<file path="src/rtl/hub75_rx.sv">
// HUB75 panel-side receiver: resynchronises the scan bus, rebuilds each latched
// row and streams it into a frame-buffer write port while measuring on-time.
module hub75_rx #(
  parameter int unsigned COLS        = 64,
  parameter int unsigned ROW_W       = 5,
  parameter int unsigned PLANE_W     = 3,
  parameter int unsigned CNT_W       = 16,
  parameter int unsigned SYNC_STAGES = 2
) (
  input  logic                    clk,
  input  logic                    rst,
  input  logic                    hub_clk,
  input  logic                    hub_lat,
  input  logic                    hub_noe,
  input  logic [ROW_W-1:0]        hub_row,
  input  logic [2:0]              hub_rgb0,
  input  logic [2:0]              hub_rgb1,
  input  logic                    clr_status,
  output logic                    wr_en,
  output logic [ROW_W-1:0]        wr_row,
  output logic [$clog2(COLS)-1:0] wr_col,
  output logic [PLANE_W-1:0]      wr_plane,
  output logic [5:0]              wr_data,
  output logic [CNT_W-1:0]        on_cycles,
  output logic                    on_valid,
  output logic                    frame_done,
  output logic                    len_err,
  output logic                    overrun
);

  localparam int unsigned COL_W = $clog2(COLS);
  localparam int unsigned CC_W  = $clog2(COLS + 1);
  localparam int unsigned SW    = ROW_W + 9;
  localparam int unsigned LAST  = SYNC_STAGES - 1;
  localparam logic [CC_W-1:0]  COLS_C   = CC_W'(COLS);
  localparam logic [COL_W-1:0] LAST_COL = COL_W'(COLS - 1);
  // Bus vector {clk, lat, noe, row, rgb1, rgb0}; noe idles high (panel dark).
  localparam logic [SW-1:0]    SYNC_RST = {3'b001, {(ROW_W + 6){1'b0}}};

  typedef enum logic {IDLE, WRITE} state_t;

  logic [SW-1:0] sync_q [SYNC_STAGES];
  logic [SW-1:0] dly_q;

  always_ff @(posedge clk or negedge rst) begin
    if (!rst) begin
      for (int unsigned i = 0; i < SYNC_STAGES; i++) sync_q[i] <= SYNC_RST;
      dly_q <= SYNC_RST;
    end else begin
      sync_q[0] <= {hub_clk, hub_lat, hub_noe, hub_row, hub_rgb1, hub_rgb0};
      for (int unsigned i = 1; i < SYNC_STAGES; i++) sync_q[i] <= sync_q[i-1];
      dly_q <= sync_q[LAST];
    end
  end

  logic             clk_rise, lat_rise, noe_low;
  logic [ROW_W-1:0] row_s;
  logic [5:0]       pix_s;

  assign clk_rise = sync_q[LAST][SW-1] & ~dly_q[SW-1];
  assign lat_rise = sync_q[LAST][SW-2] & ~dly_q[SW-2];
  assign noe_low  = ~dly_q[SW-3];
  assign row_s    = dly_q[ROW_W+5:6];
  assign pix_s    = dly_q[5:0];

  state_t             state_q;
  logic [5:0]         shift_buf_q [COLS];
  logic [5:0]         hold_buf_q  [COLS];
  logic [CC_W-1:0]    col_cnt_q;
  logic               extra_q;
  logic [ROW_W-1:0]   last_row_q;
  logic [PLANE_W-1:0] plane_q;
  logic [CNT_W-1:0]   on_cnt_q;
  logic               wr_en_q, on_valid_q, frame_done_q, len_err_q, overrun_q;
  logic [ROW_W-1:0]   wr_row_q;
  logic [COL_W-1:0]   wr_col_q;
  logic [PLANE_W-1:0] wr_plane_q;
  logic [5:0]         wr_data_q;
  logic [CNT_W-1:0]   on_cycles_q;

  // Same-cycle shift is folded in before the latch looks at the row.
  logic               shift_ok;
  logic [5:0]         shift_buf_d [COLS];
  logic [CC_W-1:0]    col_cnt_d;
  logic               extra_d;
  logic               bad_len;
  logic [PLANE_W-1:0] plane_d;

  always_comb begin
    shift_buf_d = shift_buf_q;
    shift_ok    = clk_rise && (col_cnt_q < COLS_C);
    col_cnt_d   = col_cnt_q;
    if (shift_ok) begin
      shift_buf_d[col_cnt_q[COL_W-1:0]] = pix_s;
      col_cnt_d = col_cnt_q + CC_W'(1);
    end
    extra_d = extra_q | (clk_rise & ~shift_ok);
    bad_len = (col_cnt_d != COLS_C) | extra_d;
    plane_d = (row_s == last_row_q) ? plane_q + PLANE_W'(1) : '0;
  end

  always_ff @(posedge clk or negedge rst) begin
    if (!rst) begin
      state_q      <= IDLE;
      for (int unsigned i = 0; i < COLS; i++) begin
        shift_buf_q[i] <= '0;
        hold_buf_q[i]  <= '0;
      end
      col_cnt_q    <= '0;
      extra_q      <= 1'b0;
      last_row_q   <= '1;
      plane_q      <= '0;
      on_cnt_q     <= '0;
      wr_en_q      <= 1'b0;
      wr_row_q     <= '0;
      wr_col_q     <= '0;
      wr_plane_q   <= '0;
      wr_data_q    <= '0;
      on_cycles_q  <= '0;
      on_valid_q   <= 1'b0;
      frame_done_q <= 1'b0;
      len_err_q    <= 1'b0;
      overrun_q    <= 1'b0;
    end else begin
      shift_buf_q  <= shift_buf_d;
      on_valid_q   <= lat_rise;
      frame_done_q <= 1'b0;
      len_err_q    <= (lat_rise & bad_len) | (len_err_q & ~clr_status);
      overrun_q    <= (lat_rise & (state_q == WRITE)) | (overrun_q & ~clr_status);

      if (lat_rise) begin
        col_cnt_q   <= '0;
        extra_q     <= 1'b0;
        on_cycles_q <= on_cnt_q;
        on_cnt_q    <= noe_low ? CNT_W'(1) : '0;
      end else begin
        col_cnt_q <= col_cnt_d;
        extra_q   <= extra_d;
        if (noe_low && (on_cnt_q != '1)) on_cnt_q <= on_cnt_q + CNT_W'(1);
      end

      case (state_q)
        IDLE: begin
          if (lat_rise) begin
            hold_buf_q   <= shift_buf_d;
            plane_q      <= plane_d;
            last_row_q   <= row_s;
            frame_done_q <= (row_s == '0) && (last_row_q != '0);
            wr_en_q      <= 1'b1;
            wr_row_q     <= row_s;
            wr_col_q     <= '0;
            wr_plane_q   <= plane_d;
            wr_data_q    <= shift_buf_d[0];
            state_q      <= WRITE;
          end
        end
        WRITE: begin
          if (wr_col_q == LAST_COL) begin
            wr_en_q <= 1'b0;
            state_q <= IDLE;
          end else begin
            wr_col_q  <= wr_col_q + COL_W'(1);
            wr_data_q <= hold_buf_q[wr_col_q + COL_W'(1)];
          end
        end
        default: state_q <= IDLE;
      endcase
    end
  end

  assign wr_en      = wr_en_q;
  assign wr_row     = wr_row_q;
  assign wr_col     = wr_col_q;
  assign wr_plane   = wr_plane_q;
  assign wr_data    = wr_data_q;
  assign on_cycles  = on_cycles_q;
  assign on_valid   = on_valid_q;
  assign frame_done = frame_done_q;
  assign len_err    = len_err_q;
  assign overrun    = overrun_q;

endmodule

</file>
<file path="config.mk">
export PLATFORM = sky130hd
export DESIGN_NAME = hub75_rx
export DESIGN_NICKNAME = d
export VERILOG_FILES = /design/src/rtl/hub75_rx.sv
export SDC_FILE = /design/constraint.sdc
export NUM_CORES = 1
export LEC_CHECK = 0
export CAP_MARGIN = 20
export CELL_PAD_IN_SITES_DETAIL_PLACEMENT = 0
export CELL_PAD_IN_SITES_GLOBAL_PLACEMENT = 1
export CORE_ASPECT_RATIO = 1.25
export CORE_MARGIN = 10
export CORE_UTILIZATION = 50
export DETAILED_ROUTE_END_ITERATION = 8
export PLACE_DENSITY = 0.85
export SYNTH_ARGS = -nofsm -noshare
export SYNTH_HDL_FRONTEND = slang
export SYNTH_SLANG_ARGS = --single-unit
</file>
<file path="constraint.sdc">
create_clock -name clk -period 3.1 [get_ports clk]
set_input_delay 0.465 -clock clk [delete_from_list [all_inputs] [get_ports clk]]
set_output_delay 0.465 -clock clk [all_outputs]
set_load 0.01 [all_outputs]
</file>
== Word-level counts from Yosys, hierarchy flattened ==
Index checks and enable logic that the tools add are counted.
Word-level totals
  flip-flop bits (word level): 881
  bits in latches: 0
  bits in writable memories: 0
  bits in read-only memories: 0
  input bits: 17
  output and inout bits: 41
  logic and storage cells: 218
  memories kept: 0
Cells by class
  add/sub/neg operators: 4
  $mul: 0
  div/mod/pow operators: 0
  order comparisons: 4
  eq/ne operators: 7
  shift operators: 0
  muxes and demuxes: 28
  bitwise operators: 19
  reduce and logical (&&, ||, !) cells: 10
Operators by type and width (number)
  bitwise mux 384 bit: 1
  2-to-1 mux 384 bit: 1
  2-to-1 mux 6 bit: 7
  binary-select mux 6 bit (select 6 bit): 1
  demux 6 bit (select 6 bit): 1
  2-to-1 mux 16 bit: 2
  one-hot mux 6 bit (2 select lines): 2
  adder 16 x 1 -> 16 bit, second input constant: 1
  != test 16 bit, second input constant: 1
  greater-or-equal comparator 7 bit, second input constant: 2
  2-to-1 mux 7 bit: 2
  inverter 6 -> 7 bit: 2
  2-to-1 mux 1 bit: 8
  adder 7 x 1 -> 7 bit, second input constant: 1
  AND 1 bit: 7
  less-than comparator 7 x 1 -> 1 bit, second input constant: 1
  less-than comparator 7 bit, second input constant: 1
  != test 7 bit, second input constant: 1
  adder 6 x 1 -> 6 bit, second input constant: 1
  == test 6 bit, second input constant: 1
  inverter 1 bit: 6
  AND reduction 2 bit: 3
  == test 5 bit: 1
  logical NOT 5 bit: 1
  9 further kinds: 17

== Longest topological paths before layout ==
Gate-level depths: netlist (run 1).
  word-level depth: 9
  gate-level depth with buffers: 11

== Worst setup path before layout (run 1) ==
OpenSTA, ideal clock, no wires.
  path kind: register to register
  start point: register wr_col_q[1], in the netlist wr_col[1]
  end point: register wr_data_q[0], in the netlist wr_data[0]
  setup time: 0.125 ns
  arrival time: 2.426 ns
  data required time: 2.975 ns
  slack: 0.549 ns
  stages on the path, launching flop included: 11
  path buffers: 4
  cell sequence: dfrtp_1 > ha_1 > buf_2 > buf_2 > buf_2 > buf_2 > mux4_2 > a211oi_1 > a311oi_1 > a32oi_1 > nand2_1
Between the ends
  word-level cells in the longest chain between the ends: 7
  elaborated cells on any way between the ends: 10
  classes of those cells: add/sub: 1; eq/ne: 2; mux: 5; bitwise: 1; reduce/logical: 1
RTL lines
  start: declaration: RTL line 76  | logic [COL_W-1:0] wr_col_q;
  start signal: assignment: RTL line 162  | wr_col_q <= wr_col_q + COL_W'(1);
  adder 6 x 1 -> 6 bit: RTL line 163  | wr_data_q <= hold_buf_q[wr_col_q + COL_W'(1)];
  inverter 6 -> 7 bit (implied by the code): RTL line 163
  binary-select mux 6 bit (select 6 bit): RTL line 163
  2-to-1 mux 6 bit (implied by the code) (2 in a row): RTL line 163
  2-to-1 mux 6 bit: RTL line 158  | if (wr_col_q == LAST_COL) begin
  one-hot mux 6 bit (2 select lines): RTL line 142  | case (state_q)
  end signal: assignment: RTL line 153  | wr_data_q <= shift_buf_d[0];
  end signal: assignment: RTL line 163
  end: declaration: RTL line 78  | logic [5:0] wr_data_q;
Parallel ways exist; a longest one is shown, timed or not. The select of a mux whose other input is x is not followed.
A chain may end at the register's enable or synchronous reset.

== Worst setup path after layout (run 1) ==
  start point: register wr_col_q[0], in the netlist wr_col[0]
  end point: register wr_data_q[5], in the netlist wr_data[5]
The elaborated chain is that of the path after synthesis.

==> results.md, run 1 <==
- Setup violators final: 0
- Pwr Total: 29.62 mW
- Grt total ovfl: 0
- Gpl congestion: 0.9034
- Cell leakage power: 20.96 nW
- Seq/Total Area, Yosys: 60.45%
- Die Ht: around 320 µm
- Synth Area in Simple Gates: 12.20%
- N_diodes: 0
- Starting DRT DRC Count: 1772
- Final Skew: 0.02949 ns
- DRC Markers: 0
- R2R Path End: wr_data[5]
- Data arrival, critical path: 3.39 ns
- Ys async rst share: 100.0%
- Final min period: 2.819 ns
- Max capacitance violation total: 0
- Initial core utilization: 50.50%
- Mux cell area share after synthesis: 22.06%
- Synthesized area: 36490 µm²
- HP Class: in2reg
- Non-filler instance count after layout: 4050
- FILL cells: 5786
- Launching point of the worst reg2reg path: wr_col[0]
- # H-tree levels: 3
- Max-slew headroom: between 30 and 40%
- Clock root buffer: clkbuf_16
- Row Count: 110
- Reg clk slew, reported paths: around 0.060 ns
- Status: finished, final reports clean
- PortBufs: 57
- Core Region: 72260 µm²
- I/O pin cnt: 58
- Storage element area: 22070 µm²
- Fin Setup TNS: 0 ns
- Post-synthesis compound-gate area fraction: under 10%
- Post-synth EDFFs: 0
- Die extent in x: around 260 µm
- Highest clock rate: 354.8 MHz
- CP Capture Type: flip-flop
- CP required: 3.67 ns
- Vias in the first global route: 24360
- Vias per inst: 5.681
- Mapped Avg Cell Area: 12.30 µm²
- Hold EP: sync_q[25]
- Post-Route Utilization: 57.48%
- Unique cell type count in the Yosys netlist: 65
- Bufs on Longest Clock Path: 3
- Worst-Margin Slew: 1.048 ns
- CTS sink cnt: about 880
- Post-synthesis cell count: 2967
- R2R cell count: 8
- Crit path launch type: flip-flop
- First-pass GRT wire length: 140900 µm
- Synthesized net count: 2988
- Worst Hold Launch: hub_noe
- Share of layout cells above drive strength 1: 28.28%
- Largest net degree at the start of global routing: about 150
- Area of the multi-input gates: 13660 µm²
- Via count: 23010
- Routed WL: 88410 µm
- PD cells: 713.1 nW/µm²
- XOR/XNOR Fraction of Synth Area: less than 1%
- CTS tree: built
- Synthesis-to-finish area growth: 13.83%
- Initial antenna violation count: 1
- First-pass DRT Iterations: 5
- Postcts setup bufs: 0
- CTS buffer count: 83
- Worst skew pair latency: ~0.67 ns
- Hold path cells: 1
- DP Wirelength: between 50000 and 60000 µm
- WHS: 0.2348 ns
- Main synth FF type: dfrtp_1
- Fin. Hold Viols: 0
- Peak supply drop: 0.9139 mV
- DRT antenna net count: 0
- Cts hold-fix bufs: 1
- Period utilization: 90.92%
- Global-route usage over all layers: 21.43%
- Flip-flop and latch count after synthesis: 881
- Die ar.: 84250 µm²
- RSZ-0062 raised after global routing: false
- Worst-path fanout max: 20
- Placed Cells: 3898
- Routed len/inst: 21.83 µm
- Main combinational cell family by area after synthesis: multiplexers
- Post-synthesis adder-cell area fraction: less than 1%
- Worst Setup Path Type: reg2reg
- Fin. max-slew vios: 0
- Reg2Reg Setup Slack: ~0.28 ns
- Nets@finish: 3053
- Synth Warn #: 0
- # resized after CTS: 0
==> stage by stage <==
| step | worst slack (ns) | instance area (µm²) |
|---|---|---|
| after global routing | 0.1422 | 41530 |
| after detailed placement | 0.2877 | 38640 |
| after global placement | 0.3142 | 38640 |
| after floorplan | 0.5493 | 36490 |
| final | 0.2815 | 41530 |
| after CTS | 0.2818 | 41530 |
==> where the power goes <==
group | internal, mW | switching (mW)
Sequential | 12.1 | 0.477
Combinational | 2.51 | 3.84
Clock | 6.23 | 4.45
Total | 20.9 | 8.76
==> per-layer routing <==
layer  wire length [µm]  global-route usage, %  up-vias  share of wire, %
met5                 13                      0        -             0.015
met4               3169                  8.654        2               3.6
met3               3939                  3.189      169               4.5
met2              44070                  35.79      536                50
met1              37230                  27.62    12110                42
li1                   -                      -    10190                 -
==> cells in the final DEF (no fill, tap or decap), drive strengths merged, types with 4 or more instances in the layout <==
cell type and instances:
a32oi 14, inv 18, nor4 5, mux4 80
mux2i 39, mux2 519, nor3b 4, or3 5
a21oi 12, nand2 941, ha 4, xnor2 16
o211ai 6, a211oi 5, clkbuf 117, nand2b 5
buf 104, dfstp 8, a32o 8, a31oi 9
clkinv 17, dfrtp 873, and2 9, nand4 9
clkinvlp 5, nor3 13, clkdlybuf4s50 56, or4 5
a311oi 5, nor2b 7, o21ai 27, nand3 25
bufinv 8, o2111ai 4, xor2 13, nor2 62
and3 6
==> sequential cells by signal (all words and copies together), names as in the netlist <==
name and flops:
wr_col 6, last_row_q 5, extra_q 1, wr_data 6, state_q 1, wr_plane 3, on_cycles 16, sync_q 28
wr_en 1, len_err 1, dly_q 14, on_cnt_q 16, col_cnt_q 7, overrun 1, on_valid 1, hold_buf_q 384
wr_row 5, frame_done 1, shift_buf_q 384
==> critical path, stage by stage (launching register included) <==
cell and delay [ns]:
dfrtp_4 0.51, ha_4 0.48, buf_4 0.38, mux4_2 0.25
nor2_1 0.05, nor2_1 0.22, o22ai_1 0.13, or4_1 0.52
a32oi_1 0.17
==> worst max-delay path by stage <==
stage	startpoint	endpoint	cells after the start
2_1_floorplan	wr_col[1]	wr_data[0]	10
3_3_place_gp	wr_col[0]	wr_data[5]	8
3_5_place_dp	wr_col[0]	wr_data[5]	8
4_1_cts	wr_col[0]	wr_data[5]	8
5_1_grt	wr_col[2]	wr_data[1]	6
6_report	wr_col[0]	wr_data[5]	8
==> kinds of logic after synthesis <==
logic type      Yosys count
simple gates           1109
xor+xnor                 29
buf+inv                 195
flops                   881
fa+ha+maj                 4
mux                     638
compound gates          111
==> synthesized netlist by cell type (4+ instances only) <==
cell type,number,area share [%]
a211oi_1,5,0.10
a21oi_1,12,0.16
a311oi_1,5,0.12
a31oi_1,9,0.15
a32o_1,8,0.22
a32oi_1,14,0.34
and2_1,8,0.14
and3_1,6,0.10
buf_1,7,0.072
buf_2,29,0.40
buf_4,6,0.12
buf_6,4,0.12
clkbuf_1,135,1.4
dfrtp_1,873,60
dfstp_2,8,0.58
ha_1,4,0.14
inv_1,12,0.12
mux2_2,519,16
mux2i_1,39,1.1
mux4_2,77,4.8
nand2_1,941,9.7
nand2b_1,5,0.086
nand3_1,25,0.34
nand4_1,9,0.15
nor2_1,60,0.62
nor2b_1,7,0.12
nor3_1,10,0.14
nor4_1,5,0.086
o2111ai_1,4,0.096
o211ai_1,6,0.12
o21ai_0,27,0.37
or3_1,5,0.086
or4_1,5,0.10
xnor2_1,15,0.36
xor2_1,13,0.31
==> area by class of cell <==
type | instances | area share (%)
Multi-Input combinational cell | 1891 | 32.90
Tap cell | 952 | 2.868
Clock inverter | 34 | 1.012
Sequential cell | 881 | 53.13
Clock buffer | 117 | 5.938
Timing Repair Buffer | 161 | 4.025
Inverter | 14 | 0.1265
(Power assumes the default switching activity.)
==> run 2, diff against run 1 <==
--- a/config.mk
+++ b/config.mk
@@ -5,14 +5,15 @@
 export SDC_FILE = /design/constraint.sdc
 export NUM_CORES = 1
 export LEC_CHECK = 0
+export ABC_AREA = 1
 export CAP_MARGIN = 20
 export CELL_PAD_IN_SITES_DETAIL_PLACEMENT = 0
 export CELL_PAD_IN_SITES_GLOBAL_PLACEMENT = 1
 export CORE_ASPECT_RATIO = 1.25
 export CORE_MARGIN = 10
-export CORE_UTILIZATION = 50
+export CORE_UTILIZATION = 48
 export DETAILED_ROUTE_END_ITERATION = 8
-export PLACE_DENSITY = 0.85
+export PLACE_DENSITY = 0.87
 export SYNTH_ARGS = -nofsm -noshare
 export SYNTH_HDL_FRONTEND = slang
 export SYNTH_SLANG_ARGS = --single-unit
==> run 2 against run 1 <==
Effect of this change: combinational power up 50%; largest cell class unchanged; routed wire length grew 7.7%; hold slack is essentially flat.
==> results.md, run 2 <==
- Final Skew: 0.03279 ns
- Non-filler instance count after layout: 5159
- Period utilization: 84.21%
- Vias in the first global route: roughly 27000
- Grt total ovfl: 0
- Post-Route Utilization: 54.19%
- Most frequent cells in the layout: nand2_1, dfrtp_1, o21ai_0
- CTS buffer count: 86
- Crit path launch type: flip-flop
- DRC Markers: 0
- Final min period: 2.611 ns
- Gpl congestion: 0.8814
- Flip-flop and latch count after synthesis: 881
- Row Count: 113
- Count leader, synth: nand2_1
- N_diodes: 0
- Main synth FF type: dfrtp_1
- PD cells: 789.9 nW/µm²
- Setup ws final: 0.4895 ns
- Area of the multi-input gates: around 12000 µm²
- Max-slew headroom: 27.18%
- Fin area: 41070 µm²
- Max capacitance violation total: 0
- HP Class: in2reg
- Commonest cells post-synth: nand2_1, dfrtp_1, o21ai_0
- Nets@finish: between 4000 and 5000
- First-pass GRT wire length: 153100 µm
- DP Wirelength: 58920 µm
- Worst Setup Path Type: reg2out
- Worst-Margin Slew: 1.092 ns
- Biggest area consumer among synthesized cells: dfrtp_1
- Largest net degree at the start of global routing: 238
- Reg clk slew, reported paths: 0.06 ns
- Initial core utilization: 48.26%
- CP required: 2.63 ns
- Starting DRT DRC Count: approximately 2200
- Most common cell after layout, fill and taps aside: nand2_1
- Die ar.: 87700 µm²
- First-pass DRT Iterations: 7
- Clock root buffer: clkbuf_16
- Fin. Hold Viols: 0
- Die Ht: between 300 and 400 µm
- Unique cell type count in the Yosys netlist: 35
- Routed len/inst: 18.45 µm
- Worst skew pair latency: 0.66 ns
- Post-synthesis cell count: 4160
- I/O pin cnt: slightly below 60
- Highest clock rate: about 380 MHz
- Cell Area, Placed: 38260 µm²
- CTS sink cnt: 881
- Initial antenna violation count: 0
- Largest cells by area after synthesis: dfrtp_1, nand2_1, o21ai_0
- Ys async rst share: 100.0%
- Via count: roughly 27000
- CTS tree: built
- FILL cells: 6870
- Global-route usage over all layers: 22.00%
- Post-synth top area share: between 50% and 60%
- Synthesis-to-finish area growth: 12.29%
- Die extent in x: between 200 and 300 µm
- Vias per inst: 5.330
- Synth Warn #: 0
- Worst slack at placement: approximately 0.70 ns
- # resized after CTS: 0
- PortBufs: 57
- Top flop regs: hold_buf_q: 384 flops, shift_buf_q: 384 flops, sync_q: 28 flops
- Storage element area: 22060 µm²
- Peak supply drop: approximately 0.77 mV
- Cell leakage power: slightly below 20 nW
- Fin Setup TNS: 0 ns
- Worst-path fanout max: 71
- Fin. max-slew vios: 0
- Bufs on Longest Clock Path: 3
- Mapped Avg Cell Area: 8.791 µm²
- Seq/Total Area, Yosys: between 60 and 70%
- Setup violators final: 0
- Share of layout cells above drive strength 1: 7.484%
- # H-tree levels: 3
- Synthesized net count: 4181
- Data arrival, critical path: 2.15 ns
- Routed WL: 95190 µm
- Placed Cells: between 5000 and 6000
- CP Capture Type: output pin
- RSZ-0062 raised after global routing: false
- Post-synth EDFFs: 0
- Status: finished, final reports clean
- DRT antenna net count: 0
- Core Region: approximately 76000 µm²
- Synthesized area: 36570 µm²
-- run 2: cell types whose count changed after synthesis, moves of 19 or more --
cell,delta
nand2_1,+565
a21oi_1,+24
buf_1,+19
inv_1,+289
o211ai_1,+98
clkbuf_1,+30
mux2_2,-519
nand3_1,+190
mux2i_1,-39
o21ai_0,+521
o21ai_2,+49
mux4_2,-77
o21ai_1,+109
buf_2,+52
-- run 2: power by group --
group          internal [mW]  switching, mW
combinational           2.90           6.62
sequential              12.1          0.405
clock                   5.96           4.48
total                   20.9           11.5
-- run 2: path summary, 6_finish.rpt --
check / startpoint / end / slack, ns / depth (start not counted)
hold / removal: hub_noe / sync_q[25] / 0.23 / 1
setup reg to reg: wr_col[0] / wr_data[2] / 0.64 / 11
setup / recovery: wr_col[0] / wr_col[0] / 0.49 / 2
hold reg to reg: sync_q[2] / dly_q[2] / 0.34 / 0
max in group asynchronous: rst / hold_buf_q[36] / 1.73 / 3
min in group asynchronous: rst / hold_buf_q[292] / 0.36 / 2
-- run 2: timing repair --
item	in CTS	in global routing
hold buffers	1	0
setup buffers	0	0
endpoints found under the hold margin	34	0
-- run 2: kinds of logic after synthesis --
family,after synthesis,share of synthesized area [%]
simple gates,1822,19.95
flops,881,60.31
compound gates,855,12.96
buf+inv,583,6.281
xor+xnor,15,0.3592
fa+ha+maj,4,0.1369
-- run 2: final cells by class --
type,instances,share of cell area (%)
sequential,881,53.72
multi-input combinational,2696,29.86
clock buffer,131,6.246
timing repair buffer,139,3.790
tap,977,2.977
inverter,309,2.840
clock inverter,26,0.5667
-- run 2: metrics by stage --
| step | total power, mW | hold slack, ns |
|---|---|---|
| detailed placement | 22.13 | 0.3347 |
| global placement | 22.09 | 0.3314 |
| floorplan | 18.17 | 0.1694 |
| global route | 33.95 | 0.2343 |
| finish | 32.44 | 0.2344 |
| CTS | 32.58 | 0.2042 |
-- run 2: worst max-delay path, cell delays in order (launching register included) --
cell and delay, ns:
dfrtp_4 0.52, buf_12 0.31, clkdlybuf4s50_1 0.63
-- run 2: per-layer routing --
metal  global-route usage (%)  up-vias  part of all wire (%)
met5                        0        -                     0
met4                    7.134        0                   2.6
met3                    3.551      132                   5.5
met2                    35.35      681                    47
met1                    30.14    13440                    44
li1                         -    13240                     -
==> run 3, diff against run 2 <==
==> constraint.sdc (replaced) <==
create_clock -name clk -period 2.65 [get_ports clk]
set_input_delay 0.3975 -clock clk [delete_from_list [all_inputs] [get_ports clk]]
set_output_delay 0.3975 -clock clk [all_outputs]
set_load 0.01 [all_outputs]
==> run 3 against run 2 <==
Effect of this change: worst setup slack lost 0.39 ns; clock-buffer cell count shrank 11; combinational power grew 22%.
==> results.md, run 3 (synthesized netlist as in run 2, its figures left out) <==
- CTS sink cnt: 881
- Non-filler instance count after layout: 5214
- Share of layout cells above drive strength 1: 8.921%
- Reg clk slew, reported paths: 0.06 ns
- M1 WL: 43170 µm
- Vias per inst: ~5.4
- RSZ-0062 raised after global routing: false
- Peak supply drop: roughly 1.3 mV
- Crit path launch type: flip-flop
- Routed WL: ~97000 µm
- Nets@finish: 4189
- Period utilization: 96.34%
- Largest net degree at the start of global routing: 150
- Worst Setup Path Type: reg2out
- DP Wirelength: around 61000 µm
- Setup violators final: 0
- Cell internal pwr: approximately 26 mW
- Fin area: 41830 µm²
- CP Capture Type: output pin
- Top flop regs: hold_buf_q: 384 flops, shift_buf_q: 384 flops, sync_q: 28 flops
- HP Class: in2reg
- Final Skew: about 0.038 ns
- N_diodes: 0
- Sequence of cells on the critical path: buf_16, clkdlybuf4s50_1
- Die Ht: 328.6 µm
- Storage element area: 22060 µm²
- CTS tree: built
- Seq pwr share: 37.1%
- Crit-path slowest cell: clkdlybuf4s50_1
- Part of the power in the clock network: 33.5%
- Hold EP: sync_q[25]
- Data arrival, critical path: ~2.2 ns
- Launching point of the worst reg2reg path: dly_q[13]
- Initial antenna violation count: 1
- Cell Area, Placed: 38730 µm²
- WL met2: 46320 µm
- PortBufs: between 50 and 60
- Sw Share: 34.72%
- R2R cell count: 11
- Synthesis-to-finish area growth: 14.38%
- Switch Pwr: 13.68 mW
- Grt total ovfl: 0
- PD cells: 941.7 nW/µm²
- Combinational cell fraction of total power: approximately 29%
- Highest clock rate: ~390 MHz
- Fin. max-slew vios: 0
- Bufs on Longest Clock Path: 3
- CP max stage delay: 0.60 ns
- CTS buffer count: 86
- Core Region: 75780 µm²
- I/O pin cnt: 58
- Via count: 27960
- Reg2Reg Setup Slack: 0.21 ns
- Status: finished, final reports clean
- CP required: 2.25 ns
- Worst-path fanout max: 54
- Worst-Margin Slew: about 0.85 ns
- Most common cell after layout, fill and taps aside: nand2_1
- Cell leakage power: 20.17 nW
- Max capacitance violation total: 0
- Max-slew headroom: 43.57%
- Gpl congestion: 0.8932
- Clock root buffer: clkbuf_16
- Worst skew pair latency: 0.67 ns
- Global-route usage over all layers: 22.53%
- DRT antenna net count: 0
- Most frequent cells in the layout: nand2_1, dfrtp_1, o21ai_0
- Placed Cells: between 5000 and 6000
- Vias in the first global route: about 27000
- Fin. Hold Viols: 0
- Critical Path Source: wr_col[0]
- Postcts setup bufs: 0
- DR WL met3: 5293 µm
- DRC Markers: 0
- Initial core utilization: about half
- R2R Path End: wr_data[3]
- Die extent in x: 266.9 µm
- Area of the multi-input gates: between 10000 and 15000 µm²
- Setup ws final: roughly 0.097 ns
- # H-tree levels: 3
- First-pass GRT wire length: approximately 160000 µm
- Routed len/inst: 18.70 µm
- Final min period: approximately 2.6 ns
- First-pass DRT Iterations: 8
- Fin Setup TNS: 0 ns
- Hold path cells: 1
- Row Count: 113
- FILL cells: 6930
- Die ar.: 87700 µm²
- Worst Hold Launch: hub_noe
- Worst slack at placement: 0.3278 ns
- Max layer used: met4
- Starting DRT DRC Count: approximately 2600
-- run 3: how the worst max path moves through the flow --
stage,end,slack [ns]
after global routing,wr_col[0],0.05
after floorplan,wr_data[2],0.72
after CTS,wr_col[0],0.09
final,wr_col[0],0.1
after global placement,wr_data[1],0.34
after detailed placement,wr_data[3],0.33
-- run 3: metal layers --
metal  track usage, %  up-vias
met5                0        -
met4            7.629        0
met3            3.043      152
met2            36.05      759
met1            31.26    13700
li1                 -    13340
-- run 3: area by class of cell --
type	count	share of cell area (%)
clock buffer	120	5.982
clock inverter	37	1.319
inverter	309	2.788
multi-input combinational	2696	29.32
sequential	881	52.74
tap	977	2.922
timing repair buffer	194	4.935
-- run 3: worst max-delay path, delay by kind of cell (launching register included) --
family / cells / cell delay (ns)
buffers and inverters: 2 / 0.87
flip-flops: 1 / 0.57
-- run 3: power groups by stage --
stage                     combinational [mW]  sequential, mW  clock, mW
after detailed placement                11.4            14.8          0
after global routing                    12.5            14.7       13.9
after global placement                  11.4            14.8          0
after CTS                               11.5            14.6       13.4
final                                   11.6            14.6       13.2
after floorplan                         6.59            14.7          0
-- run 3: repair_timing --
item                       in CTS  in global routing
hold buffers                    1                  0
gates resized for setup         1                  0
setup endpoints to repair       1                  0
hold endpoints to repair       34                  0
-- run 3: per-stage QoR --
stage	utilization, %	hold WS [ns]	power, mW
2_1_floorplan	-	0.1019	21.26
3_3_place_gp	51.10	0.3313	26.17
3_5_place_dp	51.10	0.3347	26.18
4_1_cts	55.20	0.1237	39.50
5_1_grt	55.20	0.1597	41.11
6_report	55.20	0.1503	39.39
